`src/rtl/mnk_pkg.sv`:
```
// Shared types for the m,n,k game engine.
package mnk_pkg;

  typedef enum logic [1:0] {
    IDLE  = 2'd0,
    PLAY  = 2'd1,
    CHECK = 2'd2,
    DONE  = 2'd3
  } mnk_state_t;

  typedef enum logic [1:0] {
    W_NONE = 2'd0,
    W_P1   = 2'd1,
    W_P2   = 2'd2,
    W_DRAW = 2'd3
  } mnk_winner_t;

endpackage

```
`src/rtl/mnk_line_check.sv`:
```
// Combinational K-in-a-row detector around one cell of an N x N board.
// Checks every K-long run through (row, col) along the row, column,
// diagonal and anti-diagonal; runs that would leave the board are ignored,
// so nothing wraps between rows or columns.
module mnk_line_check
  import mnk_pkg::*;
#(
  parameter int unsigned N = 3,
  parameter int unsigned K = 3,
  localparam int unsigned RW = $clog2(N),
  localparam int unsigned IW = $clog2(N*N)
) (
  input  logic [N*N-1:0] board,
  input  logic [RW-1:0]  row,
  input  logic [RW-1:0]  col,
  output logic           hit
);

  localparam int NS = int'(N);
  localparam int KS = int'(K);

  // Scan all four directions and all K alignments of the run on the cell.
  always_comb begin
    int   r;
    int   c;
    int   dr;
    int   dc;
    logic run_ok;
    hit = 1'b0;
    for (int d = 0; d < 4; d++) begin
      dr = (d == 0) ? 0 : 1;
      dc = (d == 1) ? 0 : ((d == 3) ? -1 : 1);
      for (int s = 0; s < KS; s++) begin
        run_ok = 1'b1;
        for (int i = 0; i < KS; i++) begin
          r = int'(row) + (i - s) * dr;
          c = int'(col) + (i - s) * dc;
          if (r < 0 || r >= NS || c < 0 || c >= NS) begin
            run_ok = 1'b0;
          end else if (!board[IW'(r * NS + c)]) begin
            run_ok = 1'b0;
          end
        end
        if (run_ok) begin
          hit = 1'b1;
        end
      end
    end
  end

endmodule

```
`src/rtl/mnk_game_engine.sv`:
```
// N x N, K-in-a-row two-player game controller.
// A move strobe is judged in PLAY; the placed cell is checked for a win in
// CHECK on the following cycle, then the game ends or the turn passes.
module mnk_game_engine
  import mnk_pkg::*;
#(
  parameter int unsigned N = 3,
  parameter int unsigned K = 3,
  localparam int unsigned CW = $clog2(N*N)
) (
  input  logic           clk,
  input  logic           reset,
  input  logic           start,
  input  logic           first_p2,
  input  logic           move_valid,
  input  logic [CW-1:0]  move_idx,
  output logic           move_accept,
  output logic           move_reject,
  output logic           cur_player,
  output logic [N*N-1:0] p1_cells,
  output logic [N*N-1:0] p2_cells,
  output logic           game_over,
  output logic [1:0]     winner
);

  localparam int unsigned CELLS = N * N;
  localparam int unsigned RW    = $clog2(N);
  localparam int unsigned CNTW  = $clog2(N*N + 1);

  mnk_state_t       state;
  mnk_state_t       state_d;
  mnk_winner_t      winner_q;
  mnk_winner_t      winner_d;
  logic [CELLS-1:0] p1_d;
  logic [CELLS-1:0] p2_d;
  logic [CNTW-1:0]  count;
  logic [CNTW-1:0]  count_d;
  logic [RW-1:0]    last_row;
  logic [RW-1:0]    last_col;
  logic [RW-1:0]    row_d;
  logic [RW-1:0]    col_d;
  logic             cur_d;
  logic             accept_d;
  logic             reject_d;
  logic             game_over_d;

  logic [RW-1:0]    idx_row;
  logic [RW-1:0]    idx_col;
  logic             idx_in_range;
  logic             cell_taken;
  logic [CELLS-1:0] check_board;
  logic             line_hit;

  assign idx_row      = RW'(move_idx / CW'(N));
  assign idx_col      = RW'(move_idx % CW'(N));
  assign idx_in_range = (32'(move_idx) < CELLS);
  assign cell_taken   = p1_cells[move_idx] | p2_cells[move_idx];
  assign check_board  = cur_player ? p2_cells : p1_cells;
  assign winner       = winner_q;

  // Win detector on the mover's board around the last placed cell.
  mnk_line_check #(
    .N (N),
    .K (K)
  ) u_line_check (
    .board (check_board),
    .row   (last_row),
    .col   (last_col),
    .hit   (line_hit)
  );

  // Next-state and next-register logic; start overrides everything.
  always_comb begin
    state_d     = state;
    p1_d        = p1_cells;
    p2_d        = p2_cells;
    count_d     = count;
    row_d       = last_row;
    col_d       = last_col;
    cur_d       = cur_player;
    winner_d    = winner_q;
    game_over_d = game_over;
    accept_d    = 1'b0;
    reject_d    = 1'b0;
    if (start) begin
      state_d     = PLAY;
      p1_d        = '0;
      p2_d        = '0;
      count_d     = '0;
      cur_d       = first_p2;
      winner_d    = W_NONE;
      game_over_d = 1'b0;
    end else begin
      case (state)
        IDLE: begin
          if (move_valid) begin
            reject_d = 1'b1;
          end
        end
        PLAY: begin
          if (move_valid) begin
            if (idx_in_range && !cell_taken) begin
              if (cur_player) begin
                p2_d[move_idx] = 1'b1;
              end else begin
                p1_d[move_idx] = 1'b1;
              end
              count_d  = count + 1'b1;
              row_d    = idx_row;
              col_d    = idx_col;
              accept_d = 1'b1;
              state_d  = CHECK;
            end else begin
              reject_d = 1'b1;
            end
          end
        end
        CHECK: begin
          if (move_valid) begin
            reject_d = 1'b1;
          end
          if (line_hit) begin
            state_d     = DONE;
            game_over_d = 1'b1;
            winner_d    = cur_player ? W_P2 : W_P1;
          end else if (count == CNTW'(CELLS)) begin
            state_d     = DONE;
            game_over_d = 1'b1;
            winner_d    = W_DRAW;
          end else begin
            state_d = PLAY;
            cur_d   = ~cur_player;
          end
        end
        DONE: begin
          if (move_valid) begin
            reject_d = 1'b1;
          end
        end
        default: begin
          state_d = IDLE;
        end
      endcase
    end
  end

  // FSM state register.
  always_ff @(posedge clk or posedge reset) begin
    if (reset) begin
      state <= IDLE;
    end else begin
      state <= state_d;
    end
  end

  // Boards, move counter, last-move position and registered outputs.
  always_ff @(posedge clk or posedge reset) begin
    if (reset) begin
      p1_cells    <= '0;
      p2_cells    <= '0;
      count       <= '0;
      last_row    <= '0;
      last_col    <= '0;
      cur_player  <= 1'b0;
      winner_q    <= W_NONE;
      game_over   <= 1'b0;
      move_accept <= 1'b0;
      move_reject <= 1'b0;
    end else begin
      p1_cells    <= p1_d;
      p2_cells    <= p2_d;
      count       <= count_d;
      last_row    <= row_d;
      last_col    <= col_d;
      cur_player  <= cur_d;
      winner_q    <= winner_d;
      game_over   <= game_over_d;
      move_accept <= accept_d;
      move_reject <= reject_d;
    end
  end

endmodule
```
`config.mk`:
```
export PLATFORM = sky130hd
export DESIGN_NAME = mnk_game_engine
export DESIGN_NICKNAME = d
export VERILOG_FILES = /design/src/rtl/mnk_pkg.sv /design/src/rtl/mnk_line_check.sv /design/src/rtl/mnk_game_engine.sv
export SDC_FILE = /design/constraint.sdc
export NUM_CORES = 1
export LEC_CHECK = 0
export ABC_CLOCK_PERIOD_IN_PS = 10700
export BUFFER_PORTS_ARGS = -buffer_cell sky130_fd_sc_hd__buf_2
export CAP_MARGIN = 20
export CORE_ASPECT_RATIO = 1.1
export CORE_UTILIZATION = 45
export DETAILED_ROUTE_END_ITERATION = 12
export GPL_TIMING_DRIVEN = 0
export REMOVE_ABC_BUFFERS = 1
export SYNTH_ARGS = -nofsm -noshare
export SYNTH_HDL_FRONTEND = slang
export SYNTH_HIERARCHICAL = 1
export SYNTH_SLANG_ARGS = --single-unit
```
`constraint.sdc`:
```
create_clock -name clk -period 10.7 [get_ports clk]
set_input_delay 1.07 -clock clk [delete_from_list [all_inputs] [get_ports clk]]
set_output_delay 1.07 -clock clk [all_outputs]
set_load 0.02 [all_outputs]
```
# Word-level counts from Yosys, hierarchy flattened
# Cells that the tools add are included.
# totals
regBits	34
latchBits	0
mem_bits_rw	0
romBits	0
input_bits	9
output_inout_bits	24
wordCells	334
n_memories	0
# classes
n_addsub	26
mul	5
div_mod_pow	2
magnitude_cmp	40
n_eq_ne	9
shifts	0
n_mux	178
n_bitwise	5
reduce_logical	58
# op_table
cell	count
$ge A32 B3 Y1 const B	6
$lt A32 B1 Y1 const B	6
$mux W1	131
$mul A32 B3 Y4 const B	4
$lt A4 B6 Y1 const B	17
$mux W9	11
$bmux W1 S4	19
$add A4 B4 Y4	12
$logic_or A1 B1 Y1	39
$add A4 B3 Y4	5
$mux W2	10
$or A9 B9 Y9	2
$mux W4	4
$reduce_and A4 Y1	3
$reduce_bool A2 Y1	5
$reduce_and A3 Y1	3
$add A3 B1 Y4 const B	2
$add A3 B2 Y4 const B	2
$ge A4 B3 Y1 const B	2
$lt A4 B1 Y1 const B	2
$add A2 B1 Y3 const B	2
$add A2 B2 Y3 const B	2
$ne A2 B2 Y1 const B	3
$ne A3 B3 Y1 const B	2
23 further kinds	29

# Longest topological paths before layout
# Gate-level depths: netlist of the first run.
# logic_depth
ltp_word	26
ltp_mapped	18
depth_no_buf	16

# Cells and area by module
# Netlist of the first run, hierarchy kept.
# modules_own_cells
module	instances	cells_per_inst	area_each_um2	seq_area_each_um2
mnk_line_check	1	264	2457.4	0.0
mnk_game_engine	1	204	1938.1	850.8

# Least setup slack after synthesis of the first run
# Ideal clock, no wire load.
# synth_timing
path_kind	register to register
start	register last_col[1]
end	register winner_q[0] (netlist: winner[0])
setup_time_ns	0.079
arrival_time_ns	4.398
required_ns	10.621
setup_slack_ns	6.223
stages_incl_launch_ff	15
path_buffers	0
synth_period_minus_slack_ns	4.477
path_cell_list	dfrtp_1 > inv_1 > ha_1 > inv_2 > fa_1 > xnor2_1 > mux4_2 > mux2_2 > or3_1 > o32a_1 > a31oi_1 > a31o_2 > nand3b_1 > a21o_1 > a21oi_1
# synth_via
elab_chain_cells	25
elab_cells_between_ends	199
cone_classes	21 x add/sub; 10 x order compare; 132 x mux; 36 x reduce/logical
# synth_lines
element	line_no	text
start: declaration	mnk_game_engine.sv:39	logic [RW-1:0] last_col;
start signal: assignment	mnk_game_engine.sv:174	last_col <= col_d;
$add A3 B1 Y4 or $add A4 B3 Y4 (tied branches)	mnk_line_check.sv:37, mnk_line_check.sv:40	
$add A4 B4 Y4 or $bmux W1 S4 (tied branches)	mnk_line_check.sv:40	end else if (!board[IW'(r * NS + c)]) begin
$bmux W1 S4 or $mux W1 (tied branches)	mnk_line_check.sv:40	
$mux W1 (not written as such) (2 in series)	mnk_line_check.sv:40	
$mux W1 (on tied branches)	mnk_line_check.sv:40, mnk_line_check.sv:38	
$mux W1 (on tied branches)	mnk_line_check.sv:38, mnk_line_check.sv:40	
$mux W1 (on tied branches)	mnk_line_check.sv:40, mnk_line_check.sv:38	
$mux W1 (on tied branches)	mnk_line_check.sv:38, mnk_line_check.sv:40	
$mux W1 (on tied branches)	mnk_line_check.sv:40, mnk_line_check.sv:38	
$mux W1 (on tied branches)	mnk_line_check.sv:38, mnk_line_check.sv:44	
$mux W1 (10 in series)	mnk_line_check.sv:44	if (run_ok) begin
$mux W1 *	mnk_line_check.sv:44	
net line_hit	mnk_game_engine.sv:52	logic line_hit;
$mux W2	mnk_game_engine.sv:122	if (line_hit) begin
$mux W2	mnk_game_engine.sv:94	case (state)
$mux W2	mnk_game_engine.sv:85	if (start) begin
end signal: assignment	mnk_game_engine.sv:176	winner_q <= winner_d;
end: declaration	mnk_game_engine.sv:32	mnk_winner_t winner_q;
# Mark *: on every way through the listed nets, which the timed path passes. The rest lies on a longest branch. The select of a mux whose other input is x is not followed.
# A chain may end at the register's enable or synchronous reset.

# Worst setup path in the final report of the first run
# layout_timing
start	register last_row[0]
end	register winner_q[1] (netlist: winner[1])
# layout_via
elab_chain_cells	26
elab_cells_between_ends	209
cone_classes	21 x add/sub; 5 x mul; 10 x order compare; 132 x mux; 41 x reduce/logical
# layout_lines
element	line_no	text
start: declaration	mnk_game_engine.sv:38	logic [RW-1:0] last_row;
start signal: assignment	mnk_game_engine.sv:173	last_row <= row_d;
branches (longest 22 deep; another with $mul A32 B3 Y4)	-	
$mux W1 *	mnk_line_check.sv:44	
net line_hit	mnk_game_engine.sv:52	
$mux W2	mnk_game_engine.sv:122	
$mux W2	mnk_game_engine.sv:94	
$mux W2	mnk_game_engine.sv:85	
# Mark *: on every way through the listed nets, which the timed path passes. The select of a mux whose other input is x is not followed.

==> flow_summary.toml, run 1 <==
[synth]
synth_cell_types = 66
yosys_most_used_dff = "dfrtp_1"
syn_area_um2 = 4400
synth-edff-count = 0
ys_seq_area_frac = 0.194
ys_warn_count = 6
syn_inst = 468
synth_area_per_cell_um2 = 9.39
ys_ff_latch = 34
synth-async-reset-ratio = 1.00

[outcome]
status = "finished clean"

[critical_path]
max_stage_delay_ns = 0.85
critPathKind = "flip-flop to flip-flop"
crit_chain = "inv_1 > ha_1 > xor2_1 > inv_1 > fa_1 > xnor2_2 > mux2_1 > a311oi_1 > a31oi_1 > a21boi_0 > o32a_1 > a31oi_1 > a31o_2 > nand3b_1 > a21o_1 > a21oi_1"
endpoint_kind = "flip-flop"
cp.arrival_ns = 5.79
required_ns = 10.91
startpoint_type = "flip-flop"
cp_max_fo = 18
crit_slowest_cell = "ha_1"

[final_layout]
diodes = 0
syn2layout_area_growth_pct = 6.15
final_common_cell = "ha_1"
fin_cells = 601
layout_common_cells = "ha_1 (44), inv_1 (40), dfrtp_1 (34), buf_2 (32), nand2_1 (25)"
layout-drive-gt1-share = 0.174
nets = 547
fin_util = 0.494

[hold_path]
hp-class = "flip-flop to flip-flop"

[power_and_ir_drop]
p_leak_nw = 2.04
finalPower_mw = 1.32
peakVddDrop_v = 0.000101
powerDensity_nw_per_um2 = 282

[cts]
htree_levels = 2
insertion_delay_ns = 0.30
ctsHoldBuffers = 0
cts_setup_buffers = 0
cts_tree = "yes"
clkTransAtPathRegs_ns = 0.06
cts-root-buf = "clkbuf_8"
post_cts_resized = 0
cts.sink_count = 34
clockBufferDepth = 2
numCtsBuffers = 5

[timing]
fin_ws_ns = 5.13
setup_tns_ns = 0
worstMarginPinSlew_ns = 1.10
period_share = 0.521
rsz0062_at_grt = "no"
hold_violations = 0
max-slew-margin-rel = 0.249
setup_viol = 0
fmax_mhz = 179
min_period_ns = 5.57
finalClockSkew_ns = 0.00524
slew_viol_final = 0

[grt]
grt_max_degree = 40
first_global_vias = 3647
overflow = 0
grt_use_total = 0.232
antenna_found_initial = 0
grt_pass1_wl_mm = 18.3

[detailed_routing]
routed_wl_mm = 10.9
drc_errors = 0
dr.pass1.iters = 4
vias = 3600
final_antenna_net_count = 0
viasPerCell = 5.99
routedWlPerCell_um = 18.2
drtIter0Drc = 167

[floorplan]
die_h_um = 106
start_util = 0.465
die-area_um2 = 10200
dieWidth_um = 96.2
core_um2 = 9440
row_count = 37
ioPinCount = 33

[place]
hpwlAfterDp_mm = 8.28
place_congestion = 0.776
placed_cells_incl_taps = 594
port-buffer-count = 32
place_ws_ns = 5.21

[job]
maxCapViolCount = 0
-- cell usage after synthesis (all sizes together) (2+ instances only) --
master,count,area share
ha,44,0.13
inv,43,0.037
dfrtp,34,0.19
nand2,27,0.024
a21oi,22,0.027
mux2i,21,0.048
o21ai,21,0.024
xnor2,17,0.037
mux4,16,0.082
buf,15,0.024
nor2,15,0.013
o22ai,15,0.021
xor2,15,0.034
mux2,14,0.036
or3,12,0.017
fa,10,0.046
nand2b,10,0.016
nor3,10,0.013
a21o,9,0.015
clkbuf,9,0.0077
nor2b,9,0.013
and3,7,0.010
nand3,7,0.010
nor3b,7,0.012
nand3b,6,0.013
nor4,5,0.0071
nand4,4,0.0071
a22oi,3,0.0051
a31o,3,0.0060
a31oi,3,0.0043
o211ai,3,0.0051
or4,3,0.0051
a211o,2,0.0040
a2bb2oi,2,0.0040
a311oi,2,0.0040
maj3,2,0.0048
nor4b,2,0.0040
o21bai,2,0.0034
o31a,2,0.0040
o31ai,2,0.0034
o32ai,2,0.0074
o41ai,2,0.0040
-- power breakdown --
| part | switching, mW | internal [mW] |
|---|---|---|
| registers | 0.0284 | 0.137 |
| clock network | 0.0443 | 0.0447 |
| logic | 0.586 | 0.478 |
-- cell type report --
| cell class | instances | area, um2 |
|---|---|---|
| fillers | 939 | 4780 |
| multi-input cells | 367 | 3240 |
| flip-flops and latches | 34 | 851 |
| repair buffers | 33 | 188 |
| inverters | 43 | 161 |
| well taps | 117 | 146 |
| clock buffers | 7 | 76.3 |
-- final timing paths --
path                                           end  slack [ns]  depth (start not counted)                    start
max                          winner[1]$_DFFE_PP0P_        5.13                         16  last_row[0]$_DFFE_PP0P_
min in group asynchronous     count[1]$_DFFE_PP0P_        0.82                          2                    reset
max reg2reg                  winner[1]$_DFFE_PP0P_        5.13                         16  last_row[0]$_DFFE_PP0P_
min                          game_over$_DFFE_PP0P_        0.52                          2    game_over$_DFFE_PP0P_
max in group asynchronous  p1_cells[7]$_DFFE_PP0P_        9.37                          3                    reset
min reg2reg                  game_over$_DFFE_PP0P_        0.52                          2    game_over$_DFFE_PP0P_
-- state kept, by name, summed over array words and instances, names as in the netlist --
name / cells
move_reject: 1
count: 4
game_over: 1
last_row: 2
p2_cells: 9
last_col: 2
move_accept: 1
state: 2
cur_player: 1
p1_cells: 9
winner: 2
-- kinds of logic (layout without fill, tap and decap cells) --
| logic type | Yosys count | after routing | synth area share |
|---|---|---|---|
| buffers and inverters | 67 | 83 | 0.0686 |
| AOI/OAI and AO/OA | 102 | 102 | 0.158 |
| xor gates and xnor gates | 32 | 32 | 0.0715 |
| DFF | 34 | 34 | 0.194 |
| muxes | 51 | 51 | 0.166 |
| and+or+nand+nor | 126 | 126 | 0.167 |
| adders and majority gates | 56 | 56 | 0.176 |
-- through the flow --
stage | instance area (um2) | hold slack [ns]
after global routing | 4670 | 0.547
after global placement | 4560 | 0.507
final | 4670 | 0.520
after floorplan | 4260 | 0.501
after CTS | 4670 | 0.521
after detailed placement | 4590 | 0.512
-- metal layers --
metal,routed length [um],track usage
met5,0,0
met4,166,0.0682
met3,320,0.0188
met2,5720,0.415
met1,4720,0.292
-- critical path, delay by kind of cell, from the launching register on --
family                     cells  cell delay, ns
DFF                            1            0.55
muxes                          1            0.37
buffers and inverters          2            0.32
AOI/OAI and AO/OA              8            1.88
adders and majority gates      2            1.28
and+or+nand+nor                1            0.17
xor gates and xnor gates       2            0.93
Note: power is estimated with default switching activity, not from simulation.
==> run 2: changes to the inputs <==
Settings changed: ABC_AREA set to 1, ABC_CLOCK_PERIOD_IN_PS 10700 to 4700.
Clock period 10.7 ns to 4.7 ns, I/O delays scaled along.
==> run 2 against run 1 <==
Cell count increased by 59%. Routed wire length increased by 21%. Fmax increased by 29%. Critical path depth increased by 7. Critical path type unchanged.
==> flow_summary.toml, run 2 <==
[synth]
synth_largest_area_cell = "nand2_1"
synthMostInstantiatedCell = "nand2_1"
synth-edff-count = 0
syn_area_um2 = 4770
ys_warn_count = 6
synth-async-reset-ratio = 1.00
synth_cell_types = 39
synth_area_per_cell_um2 = 6.11
synth_top_area_frac = 0.231
ys_ff_latch = 34
synth_common_cells = "nand2_1 (294), inv_1 (92), nand3_1 (74)"
synthTopCellsByArea = "nand2_1 (23%), dfrtp_1 (18%), ha_1 (12%), nand3_1 (7.8%), inv_1 (7.2%)"
yosys_most_used_dff = "dfrtp_1"
ys_seq_area_frac = 0.178
syn_inst = 781

[cts]
htree_levels = 2
cts-root-buf = "clkbuf_16"
cts_tree = "yes"
ctsHoldBuffers = 0
clkTransAtPathRegs_ns = 0.05
clockBufferDepth = 2
insertion_delay_ns = 0.28
cts.sink_count = 34
numCtsBuffers = 5

[timing]
setup_tns_ns = 0
period_share = 0.916
finalClockSkew_ns = 0.00287
fmax_mhz = 232
fin_ws_ns = 0.396
rsz0062_at_grt = "no"
max-slew-margin-rel = 0.320
setup_viol = 0
slew_viol_final = 0
hold_violations = 0
worstMarginPinSlew_ns = 1.02
min_period_ns = 4.30

[final_layout]
final_area_um2 = 5260
syn2layout_area_growth_pct = 10.2
num-fill-cells = 1094
nets = 877
layout-drive-gt1-share = 0.110
diodes = 0
top_regs = "p1_cells (9), p2_cells (9), count (4)"
register_area_um2 = 852
final_common_cell = "nand2_1"
multi_input_area_um2 = 3460
layout_common_cells = "nand2_1 (294), inv_1 (91), nand3_1 (74), nor2_1 (67), ha_1 (43)"

[floorplan]
row_count = 39
die_h_um = 110
dieWidth_um = 100
die-area_um2 = 11000
ioPinCount = 33
start_util = 0.462
core_um2 = 10300

[place]
place_area_um2 = 5050
place_congestion = 0.883
port-buffer-count = 32
place_ws_ns = -0.0242
hpwlAfterDp_mm = 10.4

[critical_path]
regToRegSetupSlack_ns = 0.40
max_stage_delay_ns = 0.62
cp_max_fo = 12
cpMostUsedCell = "nand2_1"
path_delay_family = "adder cells"
cp.arrival_ns = 4.47
cp.buffers_inverters = 4
crit_slowest_cell = "ha_2"
critPathKind = "flip-flop to flip-flop"
endpoint_kind = "flip-flop"
crit_chain = "inv_1 > ha_2 > xor2_2 > fa_1 > inv_1 > nand3_1 > nand2_1 > nand2_1 > nand2_1 > nand2_1 > inv_1 > nor2_1 > nand2_1 > nand2_1 > nor2_1 > nand3_1 > nand2_1 > nand2_1 > inv_1 > nand2_1 > o21ai_0 > nand3b_1 > nand2_1"
startpoint_type = "flip-flop"
required_ns = 4.87

[grt]
grt_use_total = 0.251
first_global_vias = 4545
grt_pass1_wl_mm = 21.7
antenna_found_initial = 0
overflow = 0
grt_max_degree = 34

[outcome]
status = "finished clean"

[detailed_routing]
viasPerCell = 5.13
vias = 4914
drtIter0Drc = 312
drc_errors = 0
routed_wl_mm = 13.2
final_antenna_net_count = 0
dr.pass1.iters = 5
routedWlPerCell_um = 13.8

[hold_path]
hp-class = "primary input to async pin"

[job]
maxCapViolCount = 0
-- run 2: cell count changes in the layout (fill, tap and decap cells not counted), moves of 15 or more --
cell	previous run	this run
nor2_1	15	67
o22ai_1	15	0
nand2_1	25	294
inv_1	40	91
nand3_1	5	74
mux2i_1	21	1
nand4_1	3	22
mux4_2	16	0
-- run 2: path summary, 6_finish.rpt --
kind | endpoint | from | depth (start not counted)
setup / recovery | state[1]$_DFFE_PP0P_ | last_row[0]$_DFFE_PP0P_ | 23
hold / removal | winner[0]$_DFFE_PP0P_ | reset | 2
setup reg to reg | state[1]$_DFFE_PP0P_ | last_row[0]$_DFFE_PP0P_ | 23
hold reg to reg | winner[0]$_DFFE_PP0P_ | winner[0]$_DFFE_PP0P_ | 1
max in group asynchronous | last_col[1]$_DFFE_PP0P_ | reset | 2
min in group clk | winner[0]$_DFFE_PP0P_ | winner[0]$_DFFE_PP0P_ | 1
-- run 2: what timing repair did --
action                     in CTS  in global routing
setup buffers                   0                  6
setup endpoints to repair       2                  5
gates resized for setup         1                  3
-- run 2: layer usage --
| metal | track usage | vias up | share of wire |
|---|---|---|---|
| met1 | 0.297 | 2246 | 0.43 |
| li1 | - | 2537 | - |
| met5 | 0 | - | 0 |
| met2 | 0.467 | 108 | 0.51 |
| met4 | 0.101 | 0 | 0.024 |
| met3 | 0.0233 | 23 | 0.035 |
-- run 2: stage by stage --
step / hold slack [ns] / util / instances
3_5_place_dp: 0.483 / 0.489 / 944
4_1_cts: 0.376 / 0.503 / 952
2_1_floorplan: 0.462 / - / 768
5_1_grt: 0.431 / 0.509 / 958
6_report: 0.349 / 0.509 / 958
3_3_place_gp: 0.464 / 0.486 / 943
-- run 2: area by class of cell --
class | instances | share of cell area
clock inverters | 1 | 0.000951
repair buffers | 39 | 0.0442
clock buffers | 7 | 0.0271
inverters | 102 | 0.0740
well taps | 143 | 0.0340
flip-flops and latches | 34 | 0.162
multi-input cells | 632 | 0.658
-- run 2: cell families after synthesis --
family / count (synthesis) / share of synthesized area
AND/OR/NAND/NOR: 493 / 0.450
buffers and inverters: 115 / 0.0991
AO/OA/AOI/OAI: 62 / 0.0726
adder cells (fa/ha/maj): 54 / 0.157
flip-flops: 34 / 0.178
XOR/XNOR: 22 / 0.0404
multiplexers: 1 / 0.00210
Power of run 2 is not shown: default switching activity piles up to over one toggle a cycle in this logic, so the estimate is an artifact.
==> run 3: changes to the inputs <==
Settings changed: ABC_AREA 1 to not set, PLACE_DENSITY set to 0.63.
==> run 3 against run 2 <==
Worst setup slack worse by 0.12 ns. Clock skew up 0.0034 ns. Die area down 7.8%. Design area down 7.7%. Via count down 26%. Sequential cell count unchanged. Fmax down 2.7%. First-iteration DRC count down 56%. Hold slack worse by 0.12 ns. Critical path type unchanged. Critical endpoint is now winner[0]$_DFFE_PP0P_.
==> flow_summary.toml, run 3 (synthesis gave the netlist of run 1 again) <==
[critical_path]
r2r_start = "last_row[0]$_DFFE_PP0P_"
startpoint_type = "flip-flop"
cp_max_fo = 7
endpoint_kind = "flip-flop"
crit_slowest_cell = "fa_1"
critPathKind = "flip-flop to flip-flop"
path_delay_family = "compound AO/OA/AOI/OAI gates"
cp.arrival_ns = 4.62
r2r-end = "winner[0]$_DFFE_PP0P_"
r2r_cells = 16
max_stage_delay_ns = 0.45
required_ns = 4.90
cpMostUsedCell = "inv_1"
crit_chain = "inv_1 > ha_4 > xor2_4 > inv_1 > fa_1 > xnor2_4 > mux2_1 > a311oi_1 > a31oi_1 > a21boi_0 > o32a_1 > a31oi_2 > a31o_2 > nand3b_1 > a21o_1 > a21oi_1"
regToRegSetupSlack_ns = 0.28
cp.buffers_inverters = 2

[grt]
grtUsageMet2 = 0.398
grt_max_degree = 40
antenna_found_initial = 0
top_usage_layer = "met2"
grt_pass1_wl_mm = 18.1
overflow = 0
grt_use_total = 0.227
use_met3 = 0.0159
first_global_vias = 3597
grtUsageMet1 = 0.300

[final_layout]
layout-drive-gt1-share = 0.223
num-fill-cells = 900
fin_util = 0.514
diodes = 0
layout_common_cells = "ha_1 (40), inv_1 (39), buf_2 (32), dfrtp_1 (31), nand2_1 (25)"
nets = 559
syn2layout_area_growth_pct = 10.5
final_area_um2 = 4860
top_regs = "p1_cells (9), p2_cells (9), count (4)"
final_common_cell = "ha_1"

[detailed_routing]
viasPerCell = 5.92
dr.pass1.iters = 5
final_antenna_net_count = 0
drtIter0Drc = 137
vias = 3634
routedWlPerCell_um = 17.9
drc_errors = 0
routed_wl_mm = 11.0

[place]
hpwlAfterDp_mm = 8.12
port-buffer-count = 32
place_area_um2 = 4590
place_congestion = 0.806

[timing]
period_share = 0.941
setup_viol = 0
finalClockSkew_ns = 0.00626
worstMarginPinSlew_ns = 0.881
slew_viol_final = 0
max-slew-margin-rel = 0.413
setup_tns_ns = 0
fmax_mhz = 226
hold_violations = 0
min_period_ns = 4.42

[job]
maxCapViolCount = 0

[power_and_ir_drop]
powerDensity_nw_per_um2 = 653
p_leak_nw = 2.10
peakVddDrop_v = 0.000235

[cts]
cts.sink_count = 34
insertion_delay_ns = 0.28
clkTransAtPathRegs_ns = 0.07
htree_levels = 2
numCtsBuffers = 5
ctsHoldBuffers = 0
cts-root-buf = "clkbuf_8"
clockBufferDepth = 2
cts_tree = "yes"

[floorplan]
ioPinCount = 33
row_count = 37
dieWidth_um = 96.2
start_util = 0.465
die-area_um2 = 10200
die_h_um = 106
core_um2 = 9440

[hold_path]
hp-class = "primary input to async pin"

[outcome]
status = "finished clean"
run 3: cell types whose count changed in the layout (fill, tap and decap cells not counted), sizes merged, moves of 12 or more:
cell,delta
nand2,-283
nand3,-70
inv,-59
nor2,-54
mux2i,+20
nand4,-18
mux4,+16
o22ai,+15
mux2,+14
or3,+12
run 3: area by class of cell:
type | instances | area, um2 | share of cell area
Clock inverter | 1 | 5.00 | 0.00103
Tap cell | 117 | 146 | 0.0301
Clock buffer | 7 | 86.3 | 0.0178
Multi-Input combinational cell | 367 | 3320 | 0.683
Sequential cell | 34 | 857 | 0.176
Timing Repair Buffer | 45 | 278 | 0.0572
Inverter | 43 | 165 | 0.0340
run 3: per-layer routing:
layer / up-vias / wire length [um] / share of wire
met5: - / 0 / 0
met4: 0 / 129 / 0.012
met3: 13 / 213 / 0.019
met2: 63 / 5700 / 0.52
met1: 1799 / 4970 / 0.45
li1: 1759 / - / -
run 3: how the worst max path moves through the flow:
stage	from	to	slack [ns]	cells past startpoint
2_1_floorplan	last_col[1]$_DFFE_PP0P_	winner[0]$_DFFE_PP0P_	0.22	14
3_3_place_gp	last_row[0]$_DFFE_PP0P_	winner[1]$_DFFE_PP0P_	-0.71	16
3_5_place_dp	last_row[0]$_DFFE_PP0P_	winner[1]$_DFFE_PP0P_	-0.76	16
4_1_cts	last_col[1]$_DFFE_PP0P_	winner[1]$_DFFE_PP0P_	0.02	14
5_1_grt	last_row[0]$_DFFE_PP0P_	winner[0]$_DFFE_PP0P_	-0.02	16
6_report	last_row[0]$_DFFE_PP0P_	winner[0]$_DFFE_PP0P_	0.28	16
run 3: through the flow:
stage / instances / total power, mW / setup slack (ns) / hold slack (ns)
2_1_floorplan: 444 / 2.34 / 0.224 / 0.501
3_3_place_gp: 593 / 2.69 / -0.709 / 0.506
3_5_place_dp: 594 / 2.78 / -0.758 / 0.511
4_1_cts: 607 / 3.10 / 0.0170 / 0.230
5_1_grt: 614 / 3.46 / -0.0237 / 0.256
6_report: 614 / 3.17 / 0.278 / 0.226
run 3: what timing repair did:
item,4_1_cts,5_1_grt
buffers inserted,5,6
pin swaps,1,1
gates resized for setup,9,9
endpoints found under the setup margin,5,5
run 3: power breakdown:
group          total, mW  internal, mW  leakage (nW)  switching (mW)
combinational       2.59          1.20          1.59            1.39
clock              0.224         0.118        0.0482           0.106
sequential         0.361         0.316         0.454          0.0448
run 3: worst register-to-register path, delay by kind of cell (launching register included):
| family | cells | cell delay, ns |
|---|---|---|
| compound gates | 8 | 1.73 |
| fa+ha+maj | 2 | 0.75 |
| xor+xnor | 2 | 0.53 |
| flops | 1 | 0.44 |
| mux | 1 | 0.36 |
| buf+inv | 2 | 0.35 |
| simple gates | 1 | 0.17 |
